--- config.mk ---
export PLATFORM = sky130hd
export DESIGN_NAME = debug_pd_capture_sequencer
export DESIGN_NICKNAME = d
export VERILOG_FILES = /design/src/rtl/debug_pd_capture_sequencer.sv
export SDC_FILE = /design/constraint.sdc
export NUM_CORES = 1
export LEC_CHECK = 0
export CAP_MARGIN = 20
export CORE_ASPECT_RATIO = 2
export CORE_UTILIZATION = 30
export DETAILED_ROUTE_END_ITERATION = 10
export PLACE_DENSITY = 0.67
export SLEW_MARGIN = 20
export SYNTH_ARGS = -nofsm -noshare
export SYNTH_HDL_FRONTEND = slang
export SYNTH_SLANG_ARGS = --single-unit
--- constraint.sdc ---
create_clock -name clk -period 5.15 [get_ports clk]
set_input_delay 1.03 -clock clk [delete_from_list [all_inputs] [get_ports clk]]
set_output_delay 1.03 -clock clk [all_outputs]
set_load 0.05 [all_outputs]
--- src/rtl/debug_pd_capture_sequencer.sv ---
// Debug PD capture sequencer: arms the PD capture block, waits for a match
// (or timeout), then reads the frozen PD out word by word through the
// multicycle word mux and streams each word downstream with a handshake.
//
// state      | meaning
// -----------+--------------------------------------------------------------
// IDLE       | waiting for cfg_start; capture block disarmed
// WAIT_MATCH | capture armed; waiting for capture_match_i or timeout
// SETTLE     | one cycle for the PD register stage after the capture
// READ       | word select applied; waiting out the mux latency, then sample
// PUSH       | out_valid held with stable data until out_ready
// DONE       | one-cycle done pulse, then back to IDLE
module debug_pd_capture_sequencer #(
  parameter int PD_WIDTH      = 100,
  parameter int MUX_LATENCY   = 2,
  parameter int TIMEOUT_WIDTH = 16,
  localparam int NUM_WORDS    = (PD_WIDTH + 31) / 32,
  localparam int SEL_W        = $clog2(NUM_WORDS)
) (
  input  logic                     clk,
  input  logic                     rstn,
  input  logic                     cfg_start,
  input  logic                     cfg_abort,
  input  logic                     cfg_cnt_en,
  input  logic                     cfg_trigger_en,
  input  logic [TIMEOUT_WIDTH-1:0] cfg_timeout,
  input  logic                     capture_match_i,
  input  logic [31:0]              pd_word_i,
  input  logic                     out_ready,
  output logic [3:0]               debug_pd_en_reg,
  output logic [SEL_W:0]           captured_word_sel,
  output logic                     out_valid,
  output logic [31:0]              out_data,
  output logic                     out_last,
  output logic [SEL_W-1:0]         out_idx,
  output logic                     busy,
  output logic                     done,
  output logic                     timeout_o
);

  // Latency counter counts cycles since the last select change; it must
  // reach MUX_LATENCY, so it needs to hold 0..MUX_LATENCY.
  localparam int LAT_W = (MUX_LATENCY > 0) ? $clog2(MUX_LATENCY + 1) : 1;
  localparam logic [LAT_W-1:0] LAT_DONE = LAT_W'(MUX_LATENCY);
  localparam logic [SEL_W-1:0] LAST_IDX = SEL_W'(NUM_WORDS - 1);

  typedef enum logic [2:0] {
    IDLE       = 3'd0,
    WAIT_MATCH = 3'd1,
    SETTLE     = 3'd2,
    READ       = 3'd3,
    PUSH       = 3'd4,
    DONE       = 3'd5
  } state_t;

  state_t                   state_q, state_d;
  logic [TIMEOUT_WIDTH-1:0] to_cnt_q, to_cnt_d;
  logic [LAT_W-1:0]         lat_q, lat_d;
  logic [SEL_W-1:0]         idx_q, idx_d;
  logic [3:0]               en_reg_q, en_reg_d;
  logic                     out_valid_q, out_valid_d;
  logic [31:0]              out_data_q, out_data_d;
  logic                     out_last_q, out_last_d;
  logic [SEL_W-1:0]         out_idx_q, out_idx_d;
  logic                     busy_q, busy_d;
  logic                     done_q, done_d;
  logic                     timeout_q, timeout_d;

  // Next-state, counters and registered-output values.
  always_comb begin
    state_d    = state_q;
    to_cnt_d   = to_cnt_q;
    lat_d      = lat_q;
    idx_d      = idx_q;
    out_data_d = out_data_q;
    out_last_d = out_last_q;
    out_idx_d  = out_idx_q;
    timeout_d  = timeout_q;

    case (state_q)
      IDLE: begin
        if (cfg_start) begin
          state_d   = WAIT_MATCH;
          to_cnt_d  = '0;
          timeout_d = 1'b0;
        end
      end
      WAIT_MATCH: begin
        to_cnt_d = to_cnt_q + TIMEOUT_WIDTH'(1);
        // A match in the timeout cycle wins.
        if (capture_match_i) begin
          state_d = SETTLE;
          idx_d   = '0;
          lat_d   = '0;
        end else if ((cfg_timeout != '0) &&
                     (to_cnt_q == (cfg_timeout - TIMEOUT_WIDTH'(1)))) begin
          state_d   = DONE;
          timeout_d = 1'b1;
        end
      end
      SETTLE: begin
        lat_d   = lat_q + LAT_W'(1);
        state_d = READ;
      end
      READ: begin
        if (lat_q >= LAT_DONE) begin
          out_data_d = pd_word_i;
          out_idx_d  = idx_q;
          out_last_d = (idx_q == LAST_IDX);
          state_d    = PUSH;
        end else begin
          lat_d = lat_q + LAT_W'(1);
        end
      end
      PUSH: begin
        if (out_ready) begin
          if (out_last_q) begin
            state_d = DONE;
          end else begin
            if (idx_q != LAST_IDX) begin
              idx_d = idx_q + SEL_W'(1);
            end
            lat_d   = '0;
            state_d = READ;
          end
        end
      end
      DONE: begin
        state_d = IDLE;
      end
      default: begin
        state_d = IDLE;
      end
    endcase

    // Abort overrides everything and leaves the timeout flag untouched.
    if (cfg_abort) begin
      state_d   = IDLE;
      timeout_d = timeout_q;
    end

    if (state_d == IDLE) begin
      idx_d = '0;
    end

    // Capture block is only armed while waiting for a match.
    if (state_d == WAIT_MATCH) begin
      en_reg_d = {1'b0, cfg_trigger_en, 1'b1, cfg_cnt_en};
    end else begin
      en_reg_d = {1'b0, 1'b0, 1'b0, cfg_cnt_en};
    end

    out_valid_d = (state_d == PUSH);
    busy_d      = (state_d != IDLE);
    done_d      = (state_d == DONE);
  end

  // State, counters and output registers with synchronous active-low reset.
  always_ff @(posedge clk) begin
    if (!rstn) begin
      state_q     <= IDLE;
      to_cnt_q    <= '0;
      lat_q       <= '0;
      idx_q       <= '0;
      en_reg_q    <= '0;
      out_valid_q <= 1'b0;
      out_data_q  <= '0;
      out_last_q  <= 1'b0;
      out_idx_q   <= '0;
      busy_q      <= 1'b0;
      done_q      <= 1'b0;
      timeout_q   <= 1'b0;
    end else begin
      state_q     <= state_d;
      to_cnt_q    <= to_cnt_d;
      lat_q       <= lat_d;
      idx_q       <= idx_d;
      en_reg_q    <= en_reg_d;
      out_valid_q <= out_valid_d;
      out_data_q  <= out_data_d;
      out_last_q  <= out_last_d;
      out_idx_q   <= out_idx_d;
      busy_q      <= busy_d;
      done_q      <= done_d;
      timeout_q   <= timeout_d;
    end
  end

  assign debug_pd_en_reg   = en_reg_q;
  assign captured_word_sel = {idx_q, 1'b0};
  assign out_valid         = out_valid_q;
  assign out_data          = out_data_q;
  assign out_last          = out_last_q;
  assign out_idx           = out_idx_q;
  assign busy              = busy_q;
  assign done              = done_q;
  assign timeout_o         = timeout_q;

endmodule

==> results of run 1 <==
## placed cells by master (no fill, tap or decap), types with 9 or more instances in the layout
| master | netlist | routed |
|---|---|---|
| and2_1 | 13 | 13 |
| a21boi_0 | 37 | 37 |
| clkbuf_16 | 0 | 9 |
| dfxtp_1 | 65 | 65 |
| clkdlybuf4s50_1 | 0 | 99 |
| nand2_1 | 96 | 96 |
| o21ai_0 | 13 | 13 |
| xnor2_1 | 15 | 15 |
| nor2_1 | 22 | 21 |
| nand3_1 | 17 | 17 |
## power groups by stage
stage	combinational, W	sequential [W]	clock (W)
5_1_grt	0.000128	0.000508	0.000588
2_1_floorplan	0.0000522	0.000523	0
4_1_cts	0.000119	0.000508	0.000561
3_5_place_dp	0.000119	0.000519	0
3_3_place_gp	0.000117	0.000519	0
6_report	0.000118	0.000508	0.000542
## layer usage
layer  global-route usage (%)  share of wire, %
met5                        0                 0
met4                    9.615               3.3
met3                    4.458               6.5
met2                    30.86                53
met1                    16.06                37
## how the worst max path moves through the flow
stage | from | endpoint | slack, ps | depth (start not counted)
after floorplan | cfg_timeout[0] | debug_pd_en_reg[2]$_SDFF_PN0_ | 2260 | 8
after global placement | cfg_timeout[0] | debug_pd_en_reg[2]$_SDFF_PN0_ | 1570 | 9
after detailed placement | cfg_timeout[0] | debug_pd_en_reg[2]$_SDFF_PN0_ | 1490 | 9
after CTS | cfg_timeout[0] | debug_pd_en_reg[2]$_SDFF_PN0_ | 1840 | 9
after global routing | cfg_timeout[0] | debug_pd_en_reg[2]$_SDFF_PN0_ | 1720 | 9
final | cfg_timeout[0] | debug_pd_en_reg[2]$_SDFF_PN0_ | 1850 | 9
## critical path, delay by kind of cell
family	cells	cell delay, ps
AND/OR/NAND/NOR	4	1220
buffers and inverters	2	540
AO/OA/AOI/OAI	2	440
adder cells (fa/ha/maj)	1	270
## through the flow
stage / util (%) / instance area, um2 / total power, W / worst slack (ps) / hold WS, ps
finish: 43.28 / 4678 / 0.001168 / 1853 / 459.4
global route: 43.28 / 4678 / 0.001224 / 1718 / 487.3
detailed placement: 40.83 / 4414 / 0.0006379 / 1488 / 459.6
global placement: 40.83 / 4414 / 0.0006361 / 1566 / 449.7
floorplan: - / 3326 / 0.0005756 / 2259 / 474.7
CTS: 43.28 / 4678 / 0.001188 / 1840 / 464.1
## area by class of cell
class	instances	share of cell area, %
clock buffers	10	4.894
flip-flops and latches	65	27.81
repair buffers	101	21.50
well taps	140	3.744
multi-input cells	315	40.65
inverters	8	0.6419
clock inverters	6	0.7489
## cell families after synthesis
family | Yosys count
simple gates | 193
compound gates | 85
flops | 65
buf+inv | 29
xor+xnor | 22
mux | 9
fa+ha+maj | 4
other cells | 1
==> reports/results.txt, run 1 <==
Status: finished, final reports clean
Post-CTS Resized: 0
Height of the die: 150.8 um
DRC errors left: 0
Avg WL per Cell: 14.00 um
Die Width: 76.41 um
Startpoint types: input pin
Hold depth: 2
# diodes: 0
Post-Syn Area: 0.003322 mm2
RSZ-0062 raised after global routing: no
Reg-to-Reg Start: lat_q[0]$_SDFFE_PN0P_
Final Max Tran Viols: 0
Synth async-reset ratio: 0%
R2R cell count: 8
Die footprint: 0.01152 mm2
Leakage power: 1.623 nW
Reg clk slew, reported paths: 60 ps
CTS H-tree lvls: 3
Synth top cells by count: nand2_1 (96), dfxtp_1 (65), a21boi_0 (37)
Worst setup path category: in -> reg
CTS root buffer: clkbuf_16
Synth area leaders: dfxtp_1 (39%), nand2_1 (11%), a21boi_0 (8.4%)
Crit-path max cell delay: 480 ps
Initial antenna violation count: 0
Clock power share: 46.4%
Fin Setup TNS: 0 ps
Post-synthesis mux area share: 2.750%
Post-synth EDFFs: 0
I/O pins: 102
Setup Fix Bufs, Post-CTS: 0
Simple-gate area share of the yosys netlist: 28.74%
Net Sw Power: 0.0002782 W
Syn avg cell area: 8.142 um2
Most numerous cell in the Yosys netlist: nand2_1
Yosys Warn Count: 0
DP Cell Count: 629
Post-Synthesis Cells: 408
CP required: 5370 ps
R2r setup slk: 2390 ps
Layout filler cell count: 1118
First-pass DRT Iterations: 4
Gp weighted congestion: 0.8825
PD cells: 249.7 mW/mm2
Sequential fraction of the synthesis area: 39.17%
Initial core utilization: 30.73%
Vias: 3168
Int Power: 0.0008900 W
Xor/xnor cell area share of the yosys netlist: 5.800%
CTS buffer count: 9
Max-cap viol count: 0
Max reg flops: 32
CP Capture Type: flip-flop
Nets@finish: 560
Worst Hold End: out_data[22]$_SDFFE_PN0P_
Crit path max-delay cell type: nor4b_4
Multi-input combinational cell area: 0.001902 mm2
CTS Hold Bufs: 0
Critical Path Fanout Max: 8
Seq pwr share: 43.5%
Via-to-Cell Ratio: 4.912
Max rail drop VDD: 201.3 uV
Period utilisation layout: 64.03%
Global-route wire length before repair: 14.84 mm
Worst hold-check path type: reg -> reg
DP Wirelength: 6.840 mm
# setup viols final: 0
Largest area contributor in the netlist: dfxtp_1
Hold Fails Final Rpt: 0
Iteration-0 DRC Markers: 116
Post-DRT Antenna Nets: 0
Clk_lat worst skew: 330 ps
Logic pwr share: 10.1%
CP arrival: 3520 ps
Core ar.: 0.01081 mm2
Clock skew: 6.831 ps
Register area: 0.001301 mm2
Reg-to-Reg End: lat_q[1]$_SDFFE_PN0P_
Largest family of logic cells by synthesized area: simple AND/OR/NAND/NOR gates
CP Cell Sequence: clkdlybuf4s50_1, inv_1, ha_1, nor4b_4, nand4_2, or3_1, o211ai_2, nand4_4, o311a_1
Number of synthesized register bits: 65
Post-synthesis adder-cell area fraction: 1.507%
Post-synth top flop: dfxtp_1
Slew headroom: 53.31%
Compound-gate portion of the synthesized area: 18.15%
Netlist cell types: 57
Switch share: 23.82%
Share of cells above drive strength 1: 5.941%
Slew @ Worst Pin: 700.4 ps
Remaining Overflow, GRT: 0
Pin count of the biggest net entering global routing: 57
F_max: 303.3 MHz
# clock sinks: 65
Syn-to-layout area delta: 40.83%
# rows: 54
Yosys top cell area share: 39.17%
Hold Path Origin: out_data[22]$_SDFFE_PN0P_
TritonCTS clock tree: yes
Fin crit period: 3297 ps
Routed Wire Length: 9.033 mm
GRT Total Usage: 16.49%
Non-filler cells, final: 645
I/O Buffers: 99
Clock Path Buffers: 2
Vias in the first global route: 3191
(Power assumes the default switching activity.)
==> inputs of run 2 (changes only) <==
Clock period 5.15 ns to 3.2 ns, I/O delays scaled along.
==> reports/results.txt, run 2 (synthesized netlist as in run 1, its figures left out) <==
Commonest non-fill, non-tap cell in the layout: clkdlybuf4s50_1 (unchanged)
Startpoint types: input pin (unchanged)
Reg clk slew, reported paths: 60 ps (about the same)
Remaining Overflow, GRT: 0 (unchanged)
Vias: 3186 (was 3168)
Register area: 0.001301 mm2 (unchanged)
Post-DRT Antenna Nets: 0 (unchanged)
Non-filler cells, final: 649 (was 645)
F_max: 355.0 MHz
Worst setup path category: in -> reg (unchanged)
Pin count of the biggest net entering global routing: 57 (unchanged)
Clk_lat worst skew: 330 ps (about the same)
Die Width: 76.41 um (unchanged)
Multi-input combinational cell area: 0.001902 mm2 (unchanged)
Placed inst area: 0.004444 mm2 (was 0.004414 mm2)
Initial antenna violation count: 0 (unchanged)
CTS Hold Bufs: 0 (unchanged)
Avg WL per Cell: 14.26 um (was 14.00 um)
Gp weighted congestion: 0.8563 (was 0.8825)
Period utilisation layout: 88.04%
Setup Fix Bufs, Post-CTS: 0 (unchanged)
Most frequent cells in the layout: clkdlybuf4s50_1 (99), nand2_1 (96), dfxtp_1 (65) (unchanged)
Vias in the first global route: 3166 (was 3191)
Height of the die: 150.8 um (unchanged)
Final hold slack: 458.8 ps (was 459.4 ps)
Max reg flops: 32 (unchanged)
GRT Total Usage: 16.49% (about the same)
Leakage power: 1.668 nW (was 1.623 nW)
Worst hold-check path type: reg -> reg (unchanged)
Critical Path Fanout Max: 8 (unchanged)
Clock Path Buffers: 2 (unchanged)
Core ar.: 0.01081 mm2 (unchanged)
CP Capture Type: flip-flop (unchanged)
DRC errors left: 0 (unchanged)
CP required: 3410 ps (was 5370 ps)
Final Max Tran Viols: 0 (unchanged)
Nets@finish: 564 (was 560)
Max rail drop VDD: 297.7 uV (was 201.3 uV)
CTS H-tree lvls: 3 (unchanged)
CTS root buffer: clkbuf_16 (unchanged)
DP Cell Count: 633 (was 629)
TritonCTS clock tree: yes (unchanged)
I/O pins: 102 (unchanged)
Slew headroom: 54.02% (was 53.31%)
CTS buffer count: 9 (unchanged)
Global-route wire length before repair: 14.90 mm (was 14.84 mm)
Post-CTS Resized: 0 (unchanged)
Via-to-Cell Ratio: 4.909 (was 4.912)
# setup viols final: 0 (unchanged)
Clock skew: 7.149 ps (was 6.831 ps)
Routed Wire Length: 9.256 mm (was 9.033 mm)
Status: finished, final reports clean (unchanged)
DP Wirelength: 6.938 mm (was 6.840 mm)
Post-route total power: 0.002018 W (was 0.001168 W)
# diodes: 0 (unchanged)
# rows: 54 (unchanged)
Slew @ Worst Pin: 682.5 ps (was 700.4 ps)
First-pass DRT Iterations: 4 (unchanged)
Initial core utilization: 30.73% (unchanged)
Fin crit period: 2817 ps
Die footprint: 0.01152 mm2 (unchanged)
Share of cells above drive strength 1: 6.483% (was 5.941%)
Post-route cell area: 0.004753 mm2 (was 0.004678 mm2)
RSZ-0062 raised after global routing: no (unchanged)
Hold Fails Final Rpt: 0 (unchanged)
PD cells: 424.6 mW/mm2 (was 249.7 mW/mm2)
Fin Setup TNS: 0 ps (unchanged)
Max-cap viol count: 0 (unchanged)
Layout filler cell count: 1082 (was 1118)
CP arrival: 3030 ps (was 3520 ps)
I/O Buffers: 99 (unchanged)
Syn-to-layout area delta: 43.09% (was 40.83%)
Iteration-0 DRC Markers: 105 (was 116)
# clock sinks: 65 (unchanged)
-- run 2: changes by cell type in the layout (fill, tap and decap cells not counted) --
cell / before / now
clkbuf_8: 0 / 3
clkinv_2: 4 / 1
buf_4: 2 / 6
clkbuf_1: 1 / 2
clkinvlp_4: 2 / 0
bufinv_16: 0 / 1
-- run 2: layout make-up --
class                   count  area share (%)
well taps                 140           3.685
clock inverters             2          0.7370
inverters                   8          0.6317
flip-flops and latches     65           27.38
clock buffers              14           5.765
multi-input cells         315           40.01
repair buffers            105           21.80
-- run 2: final timing paths --
check | slack [ps] | from | cells past startpoint | end
setup / recovery | 380 | cfg_timeout[2] | 7 | debug_pd_en_reg[2]$_SDFF_PN0_
setup reg to reg | 900 | to_cnt_q[4]$_SDFFE_PN0P_ | 6 | debug_pd_en_reg[2]$_SDFF_PN0_
hold / removal | 460 | out_data[31]$_SDFFE_PN0P_ | 2 | out_data[31]$_SDFFE_PN0P_
hold reg to reg | 460 | out_data[31]$_SDFFE_PN0P_ | 2 | out_data[31]$_SDFFE_PN0P_
-- run 2: metrics by stage --
step | utilization, % | setup WS [ps]
finish | 43.97 | 382.7
global route | 43.97 | 228.5
floorplan | - | 699.3
global placement | 41.11 | 81.79
detailed placement | 41.11 | 52.02
CTS | 43.97 | 402.9
-- run 2: critical path, cell delays in order --
cell and delay, ps:
clkdlybuf4s50_1 570, nor3_1 280, xnor2_1 80, or4_1 530, nor3_1 280, nand4_1 280, o311a_1 360
-- run 2: layer usage --
metal,wire (um),vias up,track usage [%]
li1,-,1593,-
met5,0,-,0
met3,590,14,4.880
met2,4986,104,31.85
met4,167,0,7.788
met1,3512,1475,15.71
-- run 2: power breakdown --
group | internal (W) | total, W | switching, W
combinational | 0.000103 | 0.000193 | 0.0000905
clock | 0.000666 | 0.00101 | 0.000341
sequential | 0.000814 | 0.000818 | 0.00000416
total | 0.00158 | 0.00202 | 0.000436
==> inputs of run 3 (changes only) <==
Settings changed: CTS_BUF_LIST set to sky130_fd_sc_hd__clkbuf_16.
==> reports/results.txt, run 3 (synthesized netlist as in run 1, its figures left out) <==
Reg clk slew, reported paths: 60 ps (about the same)
CTS buffer count: 9 (unchanged)
# clock sinks: 65 (unchanged)
CTS H-tree lvls: 3 (unchanged)
Global-route wire length before repair: 14.89 mm (was 14.90 mm)
Max rail drop VDD: 295.7 uV (was 297.7 uV)
Share of cells above drive strength 1: 5.894% (was 6.483%)
Post-DRT Antenna Nets: 0 (unchanged)
Max reg flops: 32 (unchanged)
DP Wirelength: 6.938 mm (unchanged)
Startpoint types: input pin (unchanged)
PD cells: 410.0 mW/mm2 (was 424.6 mW/mm2)
Worst hold-check path type: reg -> reg (unchanged)
I/O pins: 102 (unchanged)
Worst setup path category: in -> reg (unchanged)
First-pass DRT Iterations: 4 (unchanged)
Vias: 3173 (was 3186)
Iteration-0 DRC Markers: 110 (was 105)
CP required: 3410 ps (about the same)
Gp weighted congestion: 0.8563 (unchanged)
Setup Fix Bufs, Post-CTS: 0 (unchanged)
# rows: 54 (unchanged)
Placed inst area: 0.004444 mm2 (unchanged)
Crit-path max cell delay: 570 ps (about the same)
Initial core utilization: 30.73% (unchanged)
Slew headroom: 54.95% (was 54.02%)
Nets@finish: 564 (unchanged)
Crit path max-delay family: simple AND/OR/NAND/NOR gates (unchanged)
Initial antenna violation count: 0 (unchanged)
Vias in the first global route: 3161 (was 3166)
Die Width: 76.41 um (unchanged)
Via-to-Cell Ratio: 4.889 (was 4.909)
F_max: 354.4 MHz (was 355.0 MHz)
# diodes: 0 (unchanged)
GRT Total Usage: 16.48% (was 16.49%)
Buf+Inv Stages, Crit Path: 1 (unchanged)
Final Max Tran Viols: 0 (unchanged)
Clock Path Buffers: 2 (unchanged)
CP Cell Sequence: clkdlybuf4s50_1, nor3_1, xnor2_1, or4_1, nor3_1, nand4_1, o311a_1 (unchanged)
Multi-input combinational cell area: 0.001902 mm2 (unchanged)
Slew @ Worst Pin: 668.6 ps (was 682.5 ps)
Critical Path Fanout Max: 8 (unchanged)
Hold Fails Final Rpt: 0 (unchanged)
Fin crit period: 2821 ps (was 2817 ps)
CTS root buffer: clkbuf_16 (unchanged)
Reg-to-Reg Start: to_cnt_q[4]$_SDFFE_PN0P_ (unchanged)
Most used cell, CP: nor3_1 (unchanged)
DP Cell Count: 633 (unchanged)
Post-route cell area: 0.004723 mm2 (was 0.004753 mm2)
TritonCTS clock tree: yes (unchanged)
Leakage power: 1.659 nW (was 1.668 nW)
Post-CTS Resized: 0 (unchanged)
Setup crit start: cfg_timeout[2] (unchanged)
Register area: 0.001301 mm2 (unchanged)
Avg WL per Cell: 14.18 um (was 14.26 um)
Post-route total power: 0.001937 W (was 0.002018 W)
Die footprint: 0.01152 mm2 (unchanged)
Status: finished, final reports clean (unchanged)
Hold Path Origin: out_data[31]$_SDFFE_PN0P_ (unchanged)
Core ar.: 0.01081 mm2 (unchanged)
Clock skew: 7.195 ps (was 7.149 ps)
CP arrival: 3040 ps (was 3030 ps)
Commonest non-fill, non-tap cell in the layout: clkdlybuf4s50_1 (unchanged)
RSZ-0062 raised after global routing: no (unchanged)
Max-cap viol count: 0 (unchanged)
I/O Buffers: 99 (unchanged)
Period utilisation layout: 88.17% (was 88.04%)
Syn-to-layout area delta: 42.18% (was 43.09%)
CTS Hold Bufs: 0 (unchanged)
Layout filler cell count: 1088 (was 1082)
Non-filler cells, final: 649 (unchanged)
Routed Wire Length: 9.206 mm (was 9.256 mm)
# setup viols final: 0 (unchanged)
DRC errors left: 0 (unchanged)
Pin count of the biggest net entering global routing: 57 (unchanged)
CP Capture Type: flip-flop (unchanged)
Clk_lat worst skew: 330 ps (about the same)
Height of the die: 150.8 um (unchanged)
Most frequent cells in the layout: clkdlybuf4s50_1 (99), nand2_1 (96), dfxtp_1 (65) (unchanged)
Fin Setup TNS: 0 ps (unchanged)
Remaining Overflow, GRT: 0 (unchanged)
Crit path max-delay cell type: clkdlybuf4s50_1 (unchanged)
## run 3: tightest hold or removal path: stages, from the launching register on
cell and delay (ps):
dfxtp_1 300, nand2_1 40, a21boi_0 60
## run 3: path summary, 6_finish.rpt
path | cells past startpoint | slack (ps) | end
max | 7 | 380 | debug_pd_en_reg[2]$_SDFF_PN0_
min | 2 | 460 | out_data[31]$_SDFFE_PN0P_
min reg2reg | 2 | 460 | out_data[31]$_SDFFE_PN0P_
max reg2reg | 6 | 900 | debug_pd_en_reg[2]$_SDFF_PN0_
## run 3: through the flow
step / hold WS (ps) / worst slack (ps) / util [%]
detailed placement: 456.1 / 52.02 / 41.11
CTS: 463.3 / 402.9 / 43.69
floorplan: 474.7 / 699.3 / -
global placement: 449.6 / 81.79 / 41.11
global route: 480.7 / 228.5 / 43.69
finish: 459.6 / 378.6 / 43.69
## run 3: layout make-up
type | count | share of cell area [%]
well taps | 140 | 3.709
repair buffers | 105 | 21.93
multi-input cells | 315 | 40.26
inverters | 8 | 0.6358
flip-flops and latches | 65 | 27.55
clock buffers | 9 | 4.768
clock inverters | 7 | 1.139
## run 3: layer usage
metal	vias up	share of wire (%)	GRT usage [%]	routed length, um
li1	1593	-	-	-
met1	1459	38	15.71	3504
met2	107	54	31.80	4940
met3	14	6.5	4.880	599
met4	0	1.8	7.788	162
met5	-	0	0	0
## run 3: power breakdown
group / switching [W] / internal [W] / total, W
logic: 0.0000904 / 0.000103 / 0.000193
clock network: 0.000338 / 0.000587 / 0.000925
registers: 0.00000414 / 0.000814 / 0.000818
total: 0.000433 / 0.00150 / 0.00194
